**config.mk**
```make
export PLATFORM = sky130hd
export DESIGN_NAME = board_ram_arbiter_flat
export DESIGN_NICKNAME = d
export VERILOG_FILES = /design/src/rtl/board_ram_arbiter_if.sv /design/src/rtl/board_ram_arbiter.sv /design/src/flat_wrapper.sv
export SDC_FILE = /design/constraint.sdc
export NUM_CORES = 1
export LEC_CHECK = 0
export CORE_AREA = 2 2 108 110
export DETAILED_ROUTE_END_ITERATION = 16
export DIE_AREA = 0 0 110 112
export GPL_TIMING_DRIVEN = 0
export PLACE_DENSITY = 0.66
export SYNTH_ARGS = -nofsm -noshare
export SYNTH_HDL_FRONTEND = slang
export SYNTH_SLANG_ARGS = --single-unit
```
**constraint.sdc**
```tcl
create_clock -name clk -period 1.56 [get_ports clk]
set_input_delay 0.156 -clock clk [delete_from_list [all_inputs] [get_ports clk]]
set_output_delay 0.156 -clock clk [all_outputs]
set_load 0.03 [all_outputs]
```
**src/rtl/board_ram_arbiter_if.sv**
```systemverilog
// Avalon-MM requester bundle used for both the host and the engine side of
// the board RAM arbiter. Each requester holds its request until it sees
// waitrequest=0, then gets read data back one cycle later.
//
// Handshake: a request (read or write) is accepted in the cycle where it is
// asserted and waitrequest is low. Read data arrives exactly one cycle later,
// qualified by readdatavalid. Reads may be issued back to back, one per
// accepted cycle, and data returns in issue order.
//
// Signals:
//   address        word address
//   read / write   request strobes (write wins if both are set)
//   writedata      write data
//   byteenable     byte lanes for writes
//   waitrequest    request not accepted this cycle
//   readdata       read data, zero unless readdatavalid
//   readdatavalid  readdata valid this cycle
//
// Modports: master = requester side, slave = arbiter side.
interface board_ram_arbiter_if #(
  parameter int DATA_WIDTH = 32,
  parameter int ADDR_WIDTH = 15
);
  logic [ADDR_WIDTH-1:0]   address;
  logic                    read;
  logic                    write;
  logic [DATA_WIDTH-1:0]   writedata;
  logic [DATA_WIDTH/8-1:0] byteenable;
  logic                    waitrequest;
  logic [DATA_WIDTH-1:0]   readdata;
  logic                    readdatavalid;

  modport master (
    output address, read, write, writedata, byteenable,
    input  waitrequest, readdata, readdatavalid
  );

  modport slave (
    input  address, read, write, writedata, byteenable,
    output waitrequest, readdata, readdatavalid
  );
endinterface

```
**src/rtl/board_ram_arbiter.sv**
```systemverilog
// board_ram_arbiter: shares the single-port board/control RAM between the
// host control slave and the search engine master. One access per cycle,
// round-robin on ties, waitrequest backpressure to the losing side and
// read-data routing back to whichever side issued the read. A saturating
// counter records cycles in which both sides were requesting.
//
// Optional feature (macro BOARD_ARB_LOCK_EN): adds input e_lock. When the
// engine won the previous grant and holds e_lock=1, the host is held off so
// the engine can perform an atomic read-modify-write.
//
// Ports:
//   clk             system clock
//   reset           synchronous, active-low reset
//   h               host requester (board_ram_arbiter_if.slave)
//   e               engine requester (board_ram_arbiter_if.slave)
//   e_lock          engine lock request (only with BOARD_ARB_LOCK_EN)
//   ram_address     RAM word address
//   ram_wren        RAM write enable
//   ram_byteenable  RAM byte enables
//   ram_writedata   RAM write data
//   ram_readdata    RAM read data, registered, 1-cycle latency
//   conflict_count  saturating count of contended cycles
module board_ram_arbiter #(
  parameter int DATA_WIDTH = 32,
  parameter int ADDR_WIDTH = 15,
  parameter int CNT_WIDTH  = 16
) (
  input  logic                    clk,
  input  logic                    reset,
  board_ram_arbiter_if.slave      h,
  board_ram_arbiter_if.slave      e,
`ifdef BOARD_ARB_LOCK_EN
  input  logic                    e_lock,
`endif
  output logic [ADDR_WIDTH-1:0]   ram_address,
  output logic                    ram_wren,
  output logic [DATA_WIDTH/8-1:0] ram_byteenable,
  output logic [DATA_WIDTH-1:0]   ram_writedata,
  input  logic [DATA_WIDTH-1:0]   ram_readdata,
  output logic [CNT_WIDTH-1:0]    conflict_count
);

  typedef enum logic {WIN_HOST = 1'b0, WIN_ENGINE = 1'b1} win_t;

  win_t last_win;
  logic rd_valid;
  win_t rd_who;

  logic h_req, e_req;
  logic h_grant, e_grant;
  logic lock_active;
  logic rd_accept;

  assign h_req = h.read | h.write;
  assign e_req = e.read | e.write;

`ifdef BOARD_ARB_LOCK_EN
  // Lock only holds if the engine already owns the RAM; a fresh e_lock
  // cannot pre-empt a host that won the last grant.
  assign lock_active = e_lock & (last_win == WIN_ENGINE);
`else
  assign lock_active = 1'b0;
`endif

  // Host wins when alone, or on a tie when the engine won last time.
  assign h_grant = h_req & ~lock_active & (~e_req | (last_win == WIN_ENGINE));
  assign e_grant = e_req & ~h_grant;

  assign h.waitrequest = h_req & ~h_grant;
  assign e.waitrequest = e_req & ~e_grant;

  // RAM side is forced idle while reset is held so nothing is written or
  // queued for return during reset.
  always_comb begin
    ram_address    = '0;
    ram_wren       = 1'b0;
    ram_byteenable = '0;
    ram_writedata  = '0;
    rd_accept      = 1'b0;
    if (reset) begin
      if (h_grant) begin
        ram_address = h.address;
        ram_wren    = h.write;
        rd_accept   = ~h.write;
        if (h.write) begin
          ram_byteenable = h.byteenable;
          ram_writedata  = h.writedata;
        end
      end else if (e_grant) begin
        ram_address = e.address;
        ram_wren    = e.write;
        rd_accept   = ~e.write;
        if (e.write) begin
          ram_byteenable = e.byteenable;
          ram_writedata  = e.writedata;
        end
      end
    end
  end

  always_ff @(posedge clk) begin
    if (!reset) begin
      last_win       <= WIN_ENGINE;
      rd_valid       <= 1'b0;
      rd_who         <= WIN_HOST;
      conflict_count <= '0;
    end else begin
      if (h_grant | e_grant)
        last_win <= e_grant ? WIN_ENGINE : WIN_HOST;
      rd_valid <= rd_accept;
      if (rd_accept)
        rd_who <= e_grant ? WIN_ENGINE : WIN_HOST;
      if (h_req & e_req & (conflict_count != {CNT_WIDTH{1'b1}}))
        conflict_count <= conflict_count + {{(CNT_WIDTH-1){1'b0}}, 1'b1};
    end
  end

  // Gated with reset so a return in flight is dropped as soon as reset is seen.
  assign h.readdatavalid = reset & rd_valid & (rd_who == WIN_HOST);
  assign e.readdatavalid = reset & rd_valid & (rd_who == WIN_ENGINE);
  assign h.readdata      = h.readdatavalid ? ram_readdata : '0;
  assign e.readdata      = e.readdatavalid ? ram_readdata : '0;

endmodule

```
**src/flat_wrapper.sv**
```systemverilog
// flat-port wrapper written by rule: the top's interface ports become plain ports
module board_ram_arbiter_flat 
#(
  parameter int DATA_WIDTH = 32,
  parameter int ADDR_WIDTH = 15,
  parameter int CNT_WIDTH  = 16
)
  (clk, reset, ram_address, ram_wren, ram_byteenable, ram_writedata, ram_readdata, conflict_count, h_address, h_read, h_write, h_writedata, h_byteenable, h_waitrequest, h_readdata, h_readdatavalid, e_address, e_read, e_write, e_writedata, e_byteenable, e_waitrequest, e_readdata, e_readdatavalid);
  board_ram_arbiter_if #(.DATA_WIDTH(DATA_WIDTH), .ADDR_WIDTH(ADDR_WIDTH)) h_i ();
  board_ram_arbiter_if #(.DATA_WIDTH(DATA_WIDTH), .ADDR_WIDTH(ADDR_WIDTH)) e_i ();
  input  logic clk;
  input  logic reset;
  output logic [ADDR_WIDTH-1:0] ram_address;
  output logic ram_wren;
  output logic [DATA_WIDTH/8-1:0] ram_byteenable;
  output logic [DATA_WIDTH-1:0] ram_writedata;
  input  logic [DATA_WIDTH-1:0] ram_readdata;
  output logic [CNT_WIDTH-1:0] conflict_count;
  input wire logic [$bits(h_i.address)-1:0] h_address;
  input wire logic [$bits(h_i.read)-1:0] h_read;
  input wire logic [$bits(h_i.write)-1:0] h_write;
  input wire logic [$bits(h_i.writedata)-1:0] h_writedata;
  input wire logic [$bits(h_i.byteenable)-1:0] h_byteenable;
  output wire logic [$bits(h_i.waitrequest)-1:0] h_waitrequest;
  output wire logic [$bits(h_i.readdata)-1:0] h_readdata;
  output wire logic [$bits(h_i.readdatavalid)-1:0] h_readdatavalid;
  input wire logic [$bits(e_i.address)-1:0] e_address;
  input wire logic [$bits(e_i.read)-1:0] e_read;
  input wire logic [$bits(e_i.write)-1:0] e_write;
  input wire logic [$bits(e_i.writedata)-1:0] e_writedata;
  input wire logic [$bits(e_i.byteenable)-1:0] e_byteenable;
  output wire logic [$bits(e_i.waitrequest)-1:0] e_waitrequest;
  output wire logic [$bits(e_i.readdata)-1:0] e_readdata;
  output wire logic [$bits(e_i.readdatavalid)-1:0] e_readdatavalid;
  assign h_i.address = h_address;
  assign h_i.read = h_read;
  assign h_i.write = h_write;
  assign h_i.writedata = h_writedata;
  assign h_i.byteenable = h_byteenable;
  assign h_waitrequest = h_i.waitrequest;
  assign h_readdata = h_i.readdata;
  assign h_readdatavalid = h_i.readdatavalid;
  assign e_i.address = e_address;
  assign e_i.read = e_read;
  assign e_i.write = e_write;
  assign e_i.writedata = e_writedata;
  assign e_i.byteenable = e_byteenable;
  assign e_waitrequest = e_i.waitrequest;
  assign e_readdata = e_i.readdata;
  assign e_readdatavalid = e_i.readdatavalid;
  board_ram_arbiter #(.DATA_WIDTH(DATA_WIDTH), .ADDR_WIDTH(ADDR_WIDTH), .CNT_WIDTH(CNT_WIDTH)) u_core (.clk(clk), .reset(reset), .h(h_i), .e(e_i), .ram_address(ram_address), .ram_wren(ram_wren), .ram_byteenable(ram_byteenable), .ram_writedata(ram_writedata), .ram_readdata(ram_readdata), .conflict_count(conflict_count));
endmodule
```
# After elaboration in Yosys (flattened, before gate mapping)
# Index checks and enable logic that the tools add are counted.
[totals]
reg_bits = 19
word_cells = 47
[op_classes]
mux = 22
addsub = 1
bitwise_logic = 19
n_eq_ne = 1
[op_table]
columns = ["cell", "n"]
rows = [
  ["32-bit 2-to-1 mux", 7],
  ["15-bit 2-to-1 mux", 3],
  ["4-bit 2-to-1 mux", 5],
  ["16-bit by 1-bit adder with 16-bit output (second input constant)", 1],
  ["16-bit != test (second input constant)", 1],
  ["1-bit AND", 9],
  ["1-bit 2-to-1 mux", 7],
  ["1-bit inverter", 6],
  ["1-bit bitwise OR", 4],
]

# Depth between registers and ports, before layout
[depth]
depth_word = 9
mapped_depth = 6
ltp_nobuf = 5

# Worst setup path before layout
# OpenSTA, ideal clock, no wires.
[synth_timing]
kind = "register -> output"
from = "register u_core.last_win"
to = "output ram_writedata[25]"
t_required_ns = 1.404
arrival_time_ns = 1.791
path_stages_with_launch = 7
n_path_buf = 3
path_slack_ns = -0.387
cell_sequence = "dfxtp_1 clkbuf_1 o21a_1 clkbuf_1 buf_1 a22oi_1 nor2_1"
[synth_via]
elab_chain_len = 7
[synth_lines]
columns = ["element", "line", "source"]
rows = [
  ["start, declared", "board_ram_arbiter.sv:45", "win_t last_win;"],
  ["start signal, assigned", "board_ram_arbiter.sv:109", "last_win <= e_grant ? WIN_ENGINE : WIN_HOST;"],
  ["1-bit bitwise OR (*)", "board_ram_arbiter.sv:66", "assign h_grant = h_req & ~lock_active & (~e_req | (last_win == WIN_ENGINE));"],
  ["1-bit AND (*)", "board_ram_arbiter.sv:66", ""],
  ["1-bit inverter", "board_ram_arbiter.sv:67", "assign e_grant = e_req & ~h_grant;"],
  ["1-bit AND", "board_ram_arbiter.sv:67", ""],
  ["32-bit 2-to-1 mux", "board_ram_arbiter.sv:89", "end else if (e_grant) begin"],
  ["32-bit 2-to-1 mux (*)", "board_ram_arbiter.sv:81", "if (h_grant) begin"],
  ["32-bit 2-to-1 mux (*)", "board_ram_arbiter.sv:80", "if (reset) begin"],
  ["end, declared", "flat_wrapper.sv:16", "output logic [DATA_WIDTH-1:0] ram_writedata;"],
]
# Mark *: on every way between the ends. The rest lies on a longest branch, timed or not.

# Worst setup path after layout
[layout_timing]
from = "register u_core.last_win"
to = "output ram_writedata[23]"
# The elaborated chain is that of the path after synthesis.

==> results.sh <==
export IMPL_rsz0062_at_grt="true"
export IMPL_initial_utilization=0.187
export IMPL_grt_pass1_wl_mm=19.1
export IMPL_synth_edff_count=0
export IMPL_layout_common_cells="148 x clkdlybuf4s50_1, 75 x buf_6, 59 x and2_1, 55 x buf_4, 36 x a22oi_2"
export IMPL_ys_seq_area_frac=0.182
export IMPL_synth_cell_types=40
export IMPL_vias=3744
export IMPL_vdd_drop_max_v=0.000391
export IMPL_antenna_found_initial=0
export IMPL_synth_flop_cell="dfxtp_1"
export IMPL_yosysWarnings=0
export IMPL_fin_crit_sh=1.11
export IMPL_drv_slew=0
export IMPL_core_um2=11200
export IMPL_syn_nets=466
export IMPL_violations="setup timing"
export IMPL_slew_headroom=0.562
export IMPL_synth_top_area_frac=0.194
export IMPL_setup_slack_ns=-0.178
export IMPL_final_hold_viol_count=0
export IMPL_status="finished with violations"
export IMPL_fin_area_um2=6440
export IMPL_cts_buffers=3
export IMPL_first_iter_violations=118
export IMPL_cp_arrival_ns=1.58
export IMPL_drtAntennaViolNets=0
export IMPL_area_growth_pct=207
export IMPL_clockBufferDepth=2
export IMPL_dieArea_um2=12300
export IMPL_tightest_slew_ns=0.657
export IMPL_maxCapViolCount=0
export IMPL_vias_per_cell=4.73
export IMPL_grt_pass1_vias=3637
export IMPL_root_buffer="clkbuf_16"
export IMPL_synth_cells=325
export IMPL_syn_area_um2=2090
export IMPL_port_buffers=275
export IMPL_clk_pin_slew_ns=0.06
export IMPL_crit_path_max_fanout=10
export IMPL_antenna_cells=0
export IMPL_slowest_stage="dfxtp_4"
export IMPL_cts_hold_buffers=0
export IMPL_required_ns=1.40
export IMPL_critical_path_class="reg2out"
export IMPL_async_flop_share=0
export IMPL_htree_levels=1
export IMPL_final_common_cell="clkdlybuf4s50_1"
export IMPL_cp_end_kind="output pin"
export IMPL_place_congestion=0.907
export IMPL_crit_chain="o21a_4 > clkbuf_16 > buf_12 > a22oi_2 > nor2_2 > buf_6"
export IMPL_place_area_um2=5300
export IMPL_hold_class="in2reg"
export IMPL_cpPeakStageDelay_ns=0.38
export IMPL_wire_per_inst_um=16.4
export IMPL_timing_final_crit_period_ns=1.74
export IMPL_setup_violations=56
export IMPL_drive_gt1_frac=0.532
export IMPL_fmax_mhz=575
export IMPL_drt_pass1_iterations=4
export IMPL_critPathTopFamily="buffers and inverters"
export IMPL_finalPower_w=0.00284
export IMPL_dieWidth_um=110
export IMPL_cellPowerDensity_nw_per_um2=442
export IMPL_gr_usage_all_layers=0.195
export IMPL_dp_cells=743
export IMPL_drc_errors=0
export IMPL_synth_seq_cells=19
export IMPL_skew_ns=0.00194
export IMPL_leakagePower_nw=2.64
export IMPL_instances_no_fill=791
export IMPL_grt_max_degree=12
export IMPL_io_pins=276
export IMPL_hpwl_mm=9.62
export IMPL_dieHeight_um=112
export IMPL_synth_top_area_cell="and2_1"
export IMPL_critPathLaunchType="flip-flop"
export IMPL_cts_tree="built"
export IMPL_gr_total_overflow=0
export IMPL_cts_sinks=19
export IMPL_synth_avg_cell_area_um2=6.44
export IMPL_clk_latency_ns=0.25
export IMPL_setup_tns_final_ns=-5.63
export IMPL_nets=790
export IMPL_wl_mm=13.0
export IMPL_synth_area_top_cells="and2_1 19%, dfxtp_1 18%, a22oi_1 13%"
export IMPL_path_buf_inv=3
export IMPL_core_rowCount=39
power breakdown:
group          leakage [nW]  internal (W)  switching [W]
combinational          2.43      0.000947       0.000845
sequential            0.164      0.000490      0.0000181
clock                0.0409      0.000344       0.000197
Yosys cell counts, types with 5 or more instances:
| cell type | count |
|---|---|
| a21oi_1 | 23 |
| a22oi_1 | 36 |
| and2_1 | 65 |
| clkbuf_1 | 25 |
| dfxtp_1 | 19 |
| mux2i_1 | 5 |
| nand2_1 | 25 |
| nand3_1 | 21 |
| nor2_1 | 45 |
| nor4_1 | 5 |
| o21ai_0 | 5 |
metal layers:
layer  vias to the layer above  part of all wire  track usage
li1                       1813                 -            -
met1                      1740              0.35        0.210
met2                       170              0.55        0.383
met3                        21             0.083       0.0381
met4                         0             0.017       0.0354
met5                         -                 0            0
area by class of cell:
type,count,area (µm²)
buffer,23,280
fill,1017,4740
inverter,3,11.3
clock buffer,3,75.1
sequential,19,424
clock inverter,1,5.00
timing repair buffer,323,3130
multi-input combinational,276,2340
tap,143,179
worst reg2reg max path: cells and delay by family, from the launching register on:
kind | cells | cell delay, ns
AO/OA/AOI/OAI | 2 | 0.27
adder cells (fa/ha/maj) | 1 | 0.17
buffers and inverters | 1 | 0.18
flip-flops | 1 | 0.35
AND/OR/NAND/NOR | 2 | 0.57
registers in the layout, summed over array words and instances, names as in the netlist:
register,count
u_core.conflict_count,16
u_core.last_win,1
u_core.rd_valid,1
u_core.rd_who,1
path summary, 6_finish.rpt:
kind	startpoint	end	slack [ns]	depth (start not counted)
hold reg to reg	u_core.conflict_count[15]	u_core.conflict_count[15]	0.50	2
setup reg to reg	u_core.conflict_count[0]	u_core.conflict_count[13]	-0.06	6
hold / removal	h_write	u_core.rd_who	0.27	3
setup / recovery	u_core.last_win	ram_writedata[23]	-0.18	6
through the flow:
stage	utilization	hold WS (ns)	setup slack [ns]
2_1_floorplan	-	0.300	0.00163
3_3_place_gp	0.475	0.472	-1.28
3_5_place_dp	0.475	0.498	-1.34
4_1_cts	0.536	0.263	-0.178
5_1_grt	0.576	0.278	-0.225
6_report	0.576	0.266	-0.178
logic make-up after synthesis:
group	Yosys count	synth area share
compound gates	83	0.267
mux	5	0.0239
flops	19	0.182
simple gates	187	0.467
buf+inv	30	0.0544
fa+ha+maj	1	0.00597
repair_timing:
| action | CTS | global route |
|---|---|---|
| buffers inserted | 27 | 13 |
| pin swaps | 58 | 27 |
| endpoints found under the hold margin | 0 | 0 |
| resized for setup | 812 | 148 |
| endpoints found under the setup margin | 131 | 130 |
| cloned | 5 | 3 |
Note: power is estimated with default switching activity, not from simulation.
==> patch, RTL diff (same settings) <==
`DATA_WIDTH` is set to 32 in 3 places; all go to 40.
--- a/src/rtl/board_ram_arbiter_if.sv
+++ b/src/rtl/board_ram_arbiter_if.sv
@@ -18,7 +18,7 @@
 //
 // Modports: master = requester side, slave = arbiter side.
 interface board_ram_arbiter_if #(
-  parameter int DATA_WIDTH = 32,
+  parameter int DATA_WIDTH = 40,
   parameter int ADDR_WIDTH = 15
 );
   logic [ADDR_WIDTH-1:0]   address;
--- a/src/rtl/board_ram_arbiter.sv
+++ b/src/rtl/board_ram_arbiter.sv
@@ -21,7 +21,7 @@
 //   ram_readdata    RAM read data, registered, 1-cycle latency
 //   conflict_count  saturating count of contended cycles
 module board_ram_arbiter #(
-  parameter int DATA_WIDTH = 32,
+  parameter int DATA_WIDTH = 40,
   parameter int ADDR_WIDTH = 15,
   parameter int CNT_WIDTH  = 16
 ) (
--- a/src/flat_wrapper.sv
+++ b/src/flat_wrapper.sv
@@ -1,7 +1,7 @@
 // flat-port wrapper written by rule: the top's interface ports become plain ports
 module board_ram_arbiter_flat 
 #(
-  parameter int DATA_WIDTH = 32,
+  parameter int DATA_WIDTH = 40,
   parameter int ADDR_WIDTH = 15,
   parameter int CNT_WIDTH  = 16
 )
Ports: changed (9 resized); port bits go from 276 to 327. The function was not compared with the original's and may differ.
==> patch against the unedited design <==
The flow still finishes with violations (setup timing). Via count increased by 13%. Maximum frequency up 0.93%. Routed wire length rose by 27%. Setup slack improved by 0.016 ns. Synthesized cell count increased by 14%. Final area up 9.6%. Area after synthesis grew 13%. Critical path depth did not move. Total power rose by 8.3%. Sequential cell count did not move. Core utilization rose by 5.6 points. Non-clock buffer count grew 42. Critical endpoint is now ram_address[9].
==> patch: results <==
metrics = {
    "final_layout": {
        "inv_count": 4,
        "multi_input_gates": 315,
        "fin_nets": 898,
        "n_clock_buffer": 4,
        "clk_share_pct": 1.12,
        "seq_share_pct": 5.94,
    },
    "placed_design": {
        "place_ws_ns": -1.29,
        "dpl-instance-area_um2": 6050,
    },
    "grt": {
        "grt_start_max_net_pins": 11,
        "track_usage_pct": 24.2,
        "grt_pass1_vias": 4126,
    },
    "critical_path": {
        "path_max_fanout": 7,
        "worstReg2RegEnd": "u_core.conflict_count[14]",
        "worst_r2r_startpoint": "u_core.conflict_count[3]",
        "endpoint": "ram_address[9]",
    },
    "power": {
        "vdd_ir_drop_max_uv": 306,
    },
    "timing": {
        "worst_slack_ns": -0.162,
        "tns_ns": -5.10,
        "whs_ns": 0.275,
        "setup_viol": 61,
        "skew_ns": 0.00198,
    },
    "synthesis": {
        "syn_area_per_cell_um2": 6.39,
        "yosys-top-cells-count": "83 x and2_1, 56 x nor2_1, 45 x a22oi_1",
        "synth.yosys.seq_area_share_pct": 16.1,
    },
    "clock_network": {
        "cts_resized": 900,
    },
    "run_status": {
        "status": "finished with violations",
        "violations": "setup timing",
    },
}
## patch: cell count changes after synthesis, moves of 3 or more
cell      delta
a22oi_1      +9
and2_1      +18
nor4_1       -3
buf_1        +3
nand2_1      +3
buf_2        +7
or4_1        -3
nor3_1       -3
clkbuf_1     -5
nor2_1      +11
o21ai_0      +4
## patch: where the power goes
part	total [uW]	leakage, uW	switching (uW)	internal, uW
logic	2030	0.00271	975	1050
clock network	529	0.0000382	181	348
registers	521	0.000164	24.7	496
total	3080	0.00292	1180	1900
## patch: layer usage
layer | global-route usage, % | routed length [um]
met5 | 0 | 0
met4 | 7.93 | 571
met3 | 4.51 | 1280
met2 | 46.8 | 8970
met1 | 25.5 | 5670
## patch: kinds of logic (layout without fill, tap and decap cells)
kind of cell / after synthesis / count (layout) / share of synthesized area (%)
simple gates: 213 / 213 / 48.2
compound gates: 98 / 98 / 27.8
buf+inv: 36 / 396 / 6.14
flops: 19 / 19 / 16.1
mux: 3 / 3 / 1.27
fa+ha+maj: 1 / 1 / 0.529
